==> src/rtl/cla_pipe_adder_if.sv <==
// Operand/result handshake bundle for cla_pipe_adder.
// The ovf signal exists only when CLA_OVERFLOW_EN is defined.
interface cla_pipe_adder_if #(
  parameter int WIDTH = 16
);
  logic             in_valid;
  logic             in_ready;
  logic [WIDTH-1:0] a;
  logic [WIDTH-1:0] b;
  logic             cin;
  logic             sub;
  logic             out_valid;
  logic             out_ready;
  logic [WIDTH-1:0] sum;
  logic             cout;
`ifdef CLA_OVERFLOW_EN
  logic             ovf;
`endif

  modport master (
    output in_valid, a, b, cin, sub, out_ready,
    input  in_ready, out_valid, sum, cout
`ifdef CLA_OVERFLOW_EN
    , input ovf
`endif
  );

  modport slave (
    input  in_valid, a, b, cin, sub, out_ready,
    output in_ready, out_valid, sum, cout
`ifdef CLA_OVERFLOW_EN
    , output ovf
`endif
  );
endinterface

==> src/rtl/cla_pipe_adder.sv <==
// Two-stage pipelined carry-lookahead adder/subtractor with valid/ready flow control.
// Define CLA_OVERFLOW_EN to add the registered signed-overflow output ovf.
module cla_pipe_adder #(
  parameter int WIDTH = 16,
  parameter int GROUP = 4
) (
  input logic            clk,
  input logic            rst,
  cla_pipe_adder_if.slave bus
);
  localparam int NG = WIDTH / GROUP;

  // Stage 1: per-bit and per-group propagate/generate
  logic             s1_valid_q, s1_valid_d;
  logic [WIDTH-1:0] p_q, p_d, g_q, g_d;
  logic [NG-1:0]    gp_q, gp_d, gg_q, gg_d;
  logic             c0_q, c0_d;

  // Stage 2: resolved result
  logic             s2_valid_q, s2_valid_d;
  logic [WIDTH-1:0] sum_q, sum_d;
  logic             cout_q, cout_d;
`ifdef CLA_OVERFLOW_EN
  logic             ovf_q, ovf_d;
`endif

  logic             s1_load, s2_load;
  logic [WIDTH-1:0] b_eff, p_in, g_in;
  logic [NG-1:0]    gp_in, gg_in;
  logic [NG:0]      grp_c;
  logic [WIDTH-1:0] bit_c;

  // Returns {P, G} of one group; the ripple is bounded to GROUP bits.
  function automatic logic [1:0] group_pg(input logic [GROUP-1:0] p,
                                          input logic [GROUP-1:0] g);
    logic pp, gg;
    pp = 1'b1;
    gg = 1'b0;
    for (int i = 0; i < GROUP; i++) begin
      pp = pp & p[i];
      gg = g[i] | (p[i] & gg);
    end
    return {pp, gg};
  endfunction

  // Flat lookahead: each group carry is a sum of products, no chain between groups.
  function automatic logic [NG:0] lookahead(input logic [NG-1:0] gp,
                                            input logic [NG-1:0] gg,
                                            input logic          c0);
    logic [NG:0] c;
    logic        term;
    c    = '0;
    c[0] = c0;
    for (int k = 1; k <= NG; k++) begin
      term = c0;
      for (int j = 0; j < k; j++) term = term & gp[j];
      c[k] = term;
      for (int j = 0; j < k; j++) begin
        term = gg[j];
        for (int m = j + 1; m < k; m++) term = term & gp[m];
        c[k] = c[k] | term;
      end
    end
    return c;
  endfunction

  // Carry into each bit of a group, given the group's carry in.
  function automatic logic [GROUP-1:0] group_carries(input logic [GROUP-1:0] p,
                                                     input logic [GROUP-1:0] g,
                                                     input logic             c_in);
    logic [GROUP-1:0] cb;
    logic             c;
    c = c_in;
    for (int i = 0; i < GROUP; i++) begin
      cb[i] = c;
      c     = g[i] | (p[i] & c);
    end
    return cb;
  endfunction

  // S1 may advance whenever S2 is empty or draining this cycle.
  assign bus.in_ready = !s1_valid_q || !s2_valid_q || bus.out_ready;
  assign s1_load      = bus.in_valid && bus.in_ready;
  assign s2_load      = s1_valid_q && (!s2_valid_q || bus.out_ready);

  always_comb begin
    // NOTE: every output of this block gets a value on every path, so no latch is inferred.
    b_eff = bus.sub ? ~bus.b : bus.b;
    p_in  = bus.a ^ b_eff;
    g_in  = bus.a & b_eff;
    gp_in = '0;
    gg_in = '0;
    for (int k = 0; k < NG; k++) begin
      {gp_in[k], gg_in[k]} = group_pg(p_in[k*GROUP +: GROUP], g_in[k*GROUP +: GROUP]);
    end

    p_d        = s1_load ? p_in : p_q;
    g_d        = s1_load ? g_in : g_q;
    gp_d       = s1_load ? gp_in : gp_q;
    gg_d       = s1_load ? gg_in : gg_q;
    c0_d       = s1_load ? (bus.sub | bus.cin) : c0_q;
    s1_valid_d = s1_load ? 1'b1 : (s2_load ? 1'b0 : s1_valid_q);
  end

  always_comb begin
    grp_c = lookahead(gp_q, gg_q, c0_q);
    bit_c = '0;
    for (int k = 0; k < NG; k++) begin
      bit_c[k*GROUP +: GROUP] = group_carries(p_q[k*GROUP +: GROUP],
                                              g_q[k*GROUP +: GROUP], grp_c[k]);
    end

    sum_d      = s2_load ? (p_q ^ bit_c) : sum_q;
    cout_d     = s2_load ? grp_c[NG] : cout_q;
`ifdef CLA_OVERFLOW_EN
    // Signed overflow: carry into the MSB differs from carry out of it.
    ovf_d      = s2_load ? (bit_c[WIDTH-1] ^ grp_c[NG]) : ovf_q;
`endif
    s2_valid_d = s2_load ? 1'b1 : (bus.out_ready ? 1'b0 : s2_valid_q);
  end

  always_ff @(posedge clk or posedge rst) begin
    // NOTE: sequential state uses non-blocking assignments so all flops update together.
    if (rst) begin
      s1_valid_q <= 1'b0;
      s2_valid_q <= 1'b0;
      sum_q      <= '0;
      cout_q     <= 1'b0;
`ifdef CLA_OVERFLOW_EN
      ovf_q      <= 1'b0;
`endif
    end else begin
      s1_valid_q <= s1_valid_d;
      s2_valid_q <= s2_valid_d;
      sum_q      <= sum_d;
      cout_q     <= cout_d;
`ifdef CLA_OVERFLOW_EN
      ovf_q      <= ovf_d;
`endif
    end
  end

  // NOTE: S1 datapath flops carry no reset; their contents matter only while s1_valid_q is set.
  always_ff @(posedge clk) begin
    p_q  <= p_d;
    g_q  <= g_d;
    gp_q <= gp_d;
    gg_q <= gg_d;
    c0_q <= c0_d;
  end

  assign bus.out_valid = s2_valid_q;
  assign bus.sum       = sum_q;
  assign bus.cout      = cout_q;
`ifdef CLA_OVERFLOW_EN
  assign bus.ovf       = ovf_q;
`endif
endmodule

==> src/flat_wrapper.sv <==
// flat-port wrapper written by rule: the top's interface ports become plain ports
module cla_pipe_adder_flat 
#(
  parameter int WIDTH = 16,
  parameter int GROUP = 4
)
  (clk, rst, bus_in_valid, bus_a, bus_b, bus_cin, bus_sub, bus_out_ready, bus_in_ready, bus_out_valid, bus_sum, bus_cout);
  cla_pipe_adder_if #(.WIDTH(WIDTH)) bus_i ();
  input logic clk;
  input logic rst;
  input wire logic [$bits(bus_i.in_valid)-1:0] bus_in_valid;
  input wire logic [$bits(bus_i.a)-1:0] bus_a;
  input wire logic [$bits(bus_i.b)-1:0] bus_b;
  input wire logic [$bits(bus_i.cin)-1:0] bus_cin;
  input wire logic [$bits(bus_i.sub)-1:0] bus_sub;
  input wire logic [$bits(bus_i.out_ready)-1:0] bus_out_ready;
  output wire logic [$bits(bus_i.in_ready)-1:0] bus_in_ready;
  output wire logic [$bits(bus_i.out_valid)-1:0] bus_out_valid;
  output wire logic [$bits(bus_i.sum)-1:0] bus_sum;
  output wire logic [$bits(bus_i.cout)-1:0] bus_cout;
  assign bus_i.in_valid = bus_in_valid;
  assign bus_i.a = bus_a;
  assign bus_i.b = bus_b;
  assign bus_i.cin = bus_cin;
  assign bus_i.sub = bus_sub;
  assign bus_i.out_ready = bus_out_ready;
  assign bus_in_ready = bus_i.in_ready;
  assign bus_out_valid = bus_i.out_valid;
  assign bus_sum = bus_i.sum;
  assign bus_cout = bus_i.cout;
  cla_pipe_adder #(.WIDTH(WIDTH), .GROUP(GROUP)) u_core (.clk(clk), .rst(rst), .bus(bus_i));
endmodule
==> config.mk <==
export PLATFORM = sky130hd
export DESIGN_NAME = cla_pipe_adder_flat
export DESIGN_NICKNAME = d
export VERILOG_FILES = /design/src/rtl/cla_pipe_adder_if.sv /design/src/rtl/cla_pipe_adder.sv /design/src/flat_wrapper.sv
export SDC_FILE = /design/constraint.sdc
export NUM_CORES = 1
export LEC_CHECK = 0
export CAP_MARGIN = 25
export CORE_MARGIN = 3
export CORE_UTILIZATION = 43
export DETAILED_ROUTE_END_ITERATION = 8
export HOLD_SLACK_MARGIN = 0.05
export PLACE_DENSITY = 0.69
export SYNTH_ARGS = -nofsm -noshare
export SYNTH_HDL_FRONTEND = slang
export SYNTH_SLANG_ARGS = --single-unit
==> constraint.sdc <==
create_clock -name clk -period 3.07 [get_ports clk]
set_input_delay 0.307 -clock clk [delete_from_list [all_inputs] [get_ports clk]]
set_output_delay 0.307 -clock clk [all_outputs]
set_load 0.02 [all_outputs]
==> impl_metrics.csv, run 1 <==
group,metric,value,unit
die,dieArea,0.00713,mm2
timing,tightest_slew,0.784,ns
final_layout,drive_gt1_share,15.5,%
clock_network,postCtsSetupRepairBufs,0,
clock_network,numClockSinks,56,
routing,vias,1533,
global_routing,grt_start_max_net_pins,38,
global_routing,overflow,0,
clock_network,h-tree-depth,2,
timing,post-route-min-period,2.59,ns
synthesis,yosysTopAreaCell,"edfxtp_1",
die,std_cell_rows,27,
power,power_density,593,mW/mm2
clock_network,clockBufferDepth,2,
timing,clock_skew,0.00946,ns
timing,slew_violations,0,
flow_run,cap_viol_max_count,0,
setup_path,r2r_slack,0.48,ns
routing,drtIter0Drc,85,
final_layout,diodes,0,
timing,post-route-period-util,84.4,%
final_layout,area_growth,27.7,%
routing,wire_per_inst,14.1,um
place,dp_hpwl,3300,um
synthesis,yosysWarningCount,0,
synthesis,syn_area,0.00265,mm2
synthesis,yosys-top-cells-area,"edfxtp_1 (42%), dfrtp_1 (18%), ha_1 (13%), xor2_1 (5.3%), mux2_4 (5.1%)",
final_layout,num-nets-final,304,
global_routing,grt_pass1_wl,7160,um
synthesis,avgSynthCellArea,15.0,um2
timing,relSlewSlack,47.7,%
clock_network,clk-insertion-delay-late,0.31,ns
synthesis,synth.ff_latch_count,56,
place,gp_congestion,0.690,
final_layout,final_cell_mix,"clkdlybuf4s50_1 (56), edfxtp_1 (37), ha_1 (28)",
synthesis,netlist_instances,176,
synthesis,synth_seq_area_share,60.0,%
die,initial_core_util,46.1,%
setup_path,reg2reg_to,"u_core.bus.sum[15]",
routing,drtPass1Iterations,4,
setup_path,reg2reg_from,"u_core.c0_q",
timing,fin_hold_ws,0.427,ns
setup_path,path_max_fanout,3,
synthesis,syn_nets,242,
clock_network,cts_root_buf,"clkbuf_8",
final_layout,final_cell_area,0.00338,mm2
setup_path,worst_setup_path_start_kind,"flip-flop",
die,io_pins,57,
outcome,status,"finished, final reports clean",
synthesis,synth.distinct_cells,26,
final_layout,mostFrequentLayoutCell,"clkdlybuf4s50_1",
routing,wl,4370,um
place,dp_slack,0.481,ns
timing,setup_slack,0.479,ns
setup_path,critPathKind,"reg2reg",
global_routing,grt_pass1_vias,1556,
clock_network,hold_buffers,0,
die,die_h,84.5,um
global_routing,track_usage,12.8,%
die,die_x,84.5,um
synthesis,yosys.area.top_type_share,42.0,%
power,p_leak,1.39,nW
die,fp.coreArea,0.00574,mm2
routing,vias_per_cell,4.93,
setup_path,rr_worst_depth,10,
timing,rsz0062_at_grt,"no",
clock_network,numCtsBuffers,5,
place,io_buffers,56,
clock_network,clk_pin_slew,0.10,ns
timing,tns,0,ns
setup_path,required,3.28,ns
routing,drc,0,
global_routing,antenna_found_initial,0,
timing,setup-violations-final,0,
place,dpl_cell_area,0.00329,mm2
final_layout,post-route-util,58.8,%
routing,ant_nets,0,
timing,finalHoldViolations,0,
setup_path,end_kind,"flip-flop",
power,ir_worst_vdd,0.290,mV
hold_path,min_path_type,"in2async",
clock_network,cts_tree,"yes",
timing,fmax,386,MHz
setup_path,arrival,2.80,ns
clock_network,ctsResizeCount,0,
==> area by class of cell <==
type	count	area (um2)
clock inverters	3	22.5
flip-flops and latches	56	1590
clock buffers	5	68.8
well taps	72	90.1
repair buffers	58	576
multi-input cells	116	1030
fillers	486	2360
inverters	1	3.75
==> registers in the layout, indices dropped and copies added (netlist names) <==
register,flops
u_core.gp_q,4
u_core.c0_q,1
u_core.bus.sum,16
u_core.p_q,16
u_core.s1_valid_q,1
u_core.g_q,12
u_core.gg_q,4
u_core.bus.cout,1
u_core.bus.out_valid,1
==> power by group <==
part | switching (W) | internal (W)
Sequential | 0.0000607 | 0.000944
Clock | 0.000242 | 0.000164
Combinational | 0.000265 | 0.000329
==> worst max-delay path, stage by stage (launching register included) <==
cell and delay (ns):
edfxtp_1 0.43, a211oi_1 0.32, o21bai_1 0.13, ha_1 0.20, or2_2 0.29, ha_1 0.19, or2_2 0.27, ha_1 0.19
nor2_1 0.13, xnor2_1 0.08, mux2_2 0.26
==> routing by layer <==
layer | vias to the layer above | track usage [%] | wire (um)
met5 | - | 0 | 0
li1 | 763 | - | -
met2 | 36 | 23.0 | 2210
met1 | 731 | 14.7 | 1900
met3 | 3 | 4.51 | 239
met4 | 0 | 2.59 | 23
==> Yosys cell counts <==
| cell type | number |
|---|---|
| o2111ai_1 | 1 |
| mux2_4 | 9 |
| a21oi_1 | 8 |
| buf_4 | 1 |
| mux2_2 | 7 |
| nor2_1 | 9 |
| ha_1 | 28 |
| xor2_1 | 16 |
| o311a_1 | 1 |
| buf_2 | 1 |
| or2_2 | 9 |
| buf_6 | 1 |
| nand2_1 | 8 |
| nand2b_4 | 1 |
| nand2_4 | 1 |
| xnor2_1 | 4 |
| and2_1 | 1 |
| edfxtp_1 | 37 |
| o21ai_0 | 5 |
| inv_1 | 1 |
| dfrtp_1 | 19 |
| o21bai_1 | 1 |
| nand3b_1 | 1 |
| a21o_1 | 3 |
| a211oi_1 | 1 |
| nand2b_1 | 2 |
==> through the flow <==
stage	power, W	cells
3_5_place_dp	0.00163	303
5_1_grt	0.00212	311
6_report	0.00201	311
3_3_place_gp	0.00161	303
2_1_floorplan	0.00135	176
4_1_cts	0.00203	311
==> worst max-delay path by stage <==
stage	to	startpoint	slack, ns	cells past startpoint
finish	u_core.bus.sum[15]	u_core.c0_q	0.48	10
global route	u_core.bus.sum[15]	u_core.c0_q	0.33	10
CTS	u_core.bus.sum[15]	u_core.c0_q	0.46	10
detailed placement	u_core.bus.sum[15]	u_core.c0_q	0.48	10
global placement	u_core.bus.sum[15]	u_core.c0_q	0.54	10
floorplan	u_core.bus.sum[15]	u_core.c0_q	0.64	10
==> logic make-up after synthesis <==
family,after synthesis,share of synthesized area [%]
AO/OA/AOI/OAI,20,4.59
XOR/XNOR,20,6.62
buffers and inverters,4,1.04
AND/OR/NAND/NOR,32,6.48
flip-flops,56,60.0
multiplexers,16,8.09
adder cells (fa/ha/maj),28,13.2
Power figures use the tool's default switching activity.
==> run 2: changes to the inputs <==
==> constraint.sdc (replaced) <==
create_clock -name clk -period 2.63 [get_ports clk]
set_input_delay 0.263 -clock clk [delete_from_list [all_inputs] [get_ports clk]]
set_output_delay 0.263 -clock clk [all_outputs]
set_load 0.02 [all_outputs]
==> run 2 against run 1 <==
Compared with the run above: clock skew increased by 0.0049 ns; combinational power increased by 17%; design area increased by 0.52%; fmax increased by 2.1%; critical endpoint is now u_core.bus.sum[11]; power increased by 16%; largest cell class unchanged; critical path depth unchanged; register-to-register slack got worse by 0.39 ns.
==> impl_metrics.csv, run 2 (synthesis results as in run 1) <==
group,metric,value,unit
setup_path,critPathKind,"reg2reg",
setup_path,r2r_slack,0.09,ns
final_layout,diodes,0,
final_layout,drive_gt1_share,16.2,%
setup_path,required,2.83,ns
setup_path,critPathLaunch,"u_core.c0_q",
final_layout,mostFrequentLayoutCell,"clkdlybuf4s50_1",
global_routing,grt_pass1_wl,7070,um
routing,wire_per_inst,13.7,um
outcome,status,"finished, final reports clean",
timing,slew_violations,0,
clock_network,cts_root_buf,"clkbuf_8",
hold_path,min_path_type,"in2async",
clock_network,numCtsBuffers,5,
place,dpl_cell_area,0.00329,mm2
place,gp_congestion,0.690,
routing,drtPass1Iterations,4,
power,power_density,684,mW/mm2
die,dieArea,0.00713,mm2
clock_network,numClockSinks,56,
setup_path,worst_setup_path_start_kind,"flip-flop",
setup_path,end_kind,"flip-flop",
timing,tns,0,ns
routing,ant_nets,0,
timing,post-route-min-period,2.54,ns
clock_network,clk-insertion-delay-late,0.30,ns
die,initial_core_util,46.1,%
routing,vias_per_cell,4.88,
global_routing,antenna_found_initial,0,
power,ir_worst_vdd,0.340,mV
die,fp.coreArea,0.00574,mm2
timing,tightest_slew,0.766,ns
setup_path,reg2reg_from,"u_core.c0_q",
final_layout,multi_input_area,0.00104,mm2
final_layout,fill_cells,481,
setup_path,arrival,2.74,ns
timing,relSlewSlack,48.9,%
timing,setup-violations-final,0,
global_routing,grt_pass1_vias,1502,
die,io_pins,57,
place,dp_hpwl,3230,um
global_routing,grt_start_max_net_pins,38,
power,p_leak,1.39,nW
global_routing,track_usage,12.5,%
timing,clock_skew,0.0144,ns
final_layout,register_area,0.00159,mm2
setup_path,reg2reg_to,"u_core.bus.sum[11]",
place,io_buffers,56,
routing,wl,4290,um
flow_run,cap_viol_max_count,0,
setup_path,rr_worst_depth,10,
final_layout,final_cell_mix,"clkdlybuf4s50_1 (56), edfxtp_1 (37), ha_1 (28)",
final_layout,final_cell_area,0.00340,mm2
die,die_x,84.5,um
setup_path,path_max_fanout,3,
die,std_cell_rows,27,
global_routing,overflow,0,
final_layout,final_cells,313,
clock_network,clockBufferDepth,2,
clock_network,cts_tree,"yes",
die,die_h,84.5,um
timing,finalHoldViolations,0,
timing,post-route-period-util,96.5,%
routing,drc,0,
timing,fmax,394,MHz
routing,vias,1526,
power,finalPower,0.00232,W
routing,drtIter0Drc,70,
clock_network,h-tree-depth,2,
clock_network,clk_pin_slew,0.10,ns
place,dp_cells,303,
final_layout,area_growth,28.4,%
final_layout,num-nets-final,306,
[run 2: what timing repair did]
action / in CTS / in global routing
hold buffers: 0 / 0
endpoints found under the setup margin: 0 / 1
buffers inserted: 0 / 2
resized for setup: 0 / 2
hold endpoints to repair: 0 / 0
[run 2: where the power goes]
| group | total, W | leakage [nW] | switching [W] | internal (W) |
|---|---|---|---|---|
| Combinational | 0.000696 | 0.770 | 0.000309 | 0.000387 |
| Clock | 0.000454 | 0.0414 | 0.000264 | 0.000190 |
| Sequential | 0.00117 | 0.580 | 0.0000704 | 0.00110 |
[run 2: worst max path at each step]
stage,end,slack [ns],depth (start not counted)
global placement,u_core.bus.sum[15],0.1,10
finish,u_core.bus.sum[11],0.09,10
detailed placement,u_core.bus.sum[15],0.03,10
CTS,u_core.bus.sum[15],0.003,10
floorplan,u_core.bus.sum[15],0.20,10
global route,u_core.bus.sum[15],-0.03,10
[run 2: critical path, cell delays in order, from the launching register on]
cell	delay, ns
edfxtp_1	0.43
a21o_1	0.22
a21o_1	0.18
ha_1	0.19
or2_2	0.29
ha_1	0.19
or2_2	0.29
ha_1	0.20
nor2_1	0.12
xnor2_1	0.07
mux2_4	0.26
[run 2: metrics by stage]
step           setup WS (ns)  hold slack, ns  util [%]
6_report              0.0915           0.391      59.2
3_5_place_dp          0.0309           0.496      57.3
4_1_cts              0.00298           0.433      58.8
3_3_place_gp          0.0969           0.488      57.3
5_1_grt              -0.0268           0.444      59.2
2_1_floorplan          0.199           0.214         -
[run 2: metal layers]
| metal | routed length, um | track usage (%) |
|---|---|---|
| met4 | 23 | 3.45 |
| met1 | 1830 | 15.1 |
| met3 | 215 | 3.63 |
| met2 | 2220 | 21.8 |
| met5 | 0 | 0 |
[run 2: final cells by class]
cell class | count | share of cell area (%)
clock inverters | 2 | 0.479
clock buffers | 6 | 2.14
inverters | 1 | 0.110
flip-flops and latches | 56 | 46.7
well taps | 72 | 2.65
repair buffers | 60 | 17.4
multi-input cells | 116 | 30.5
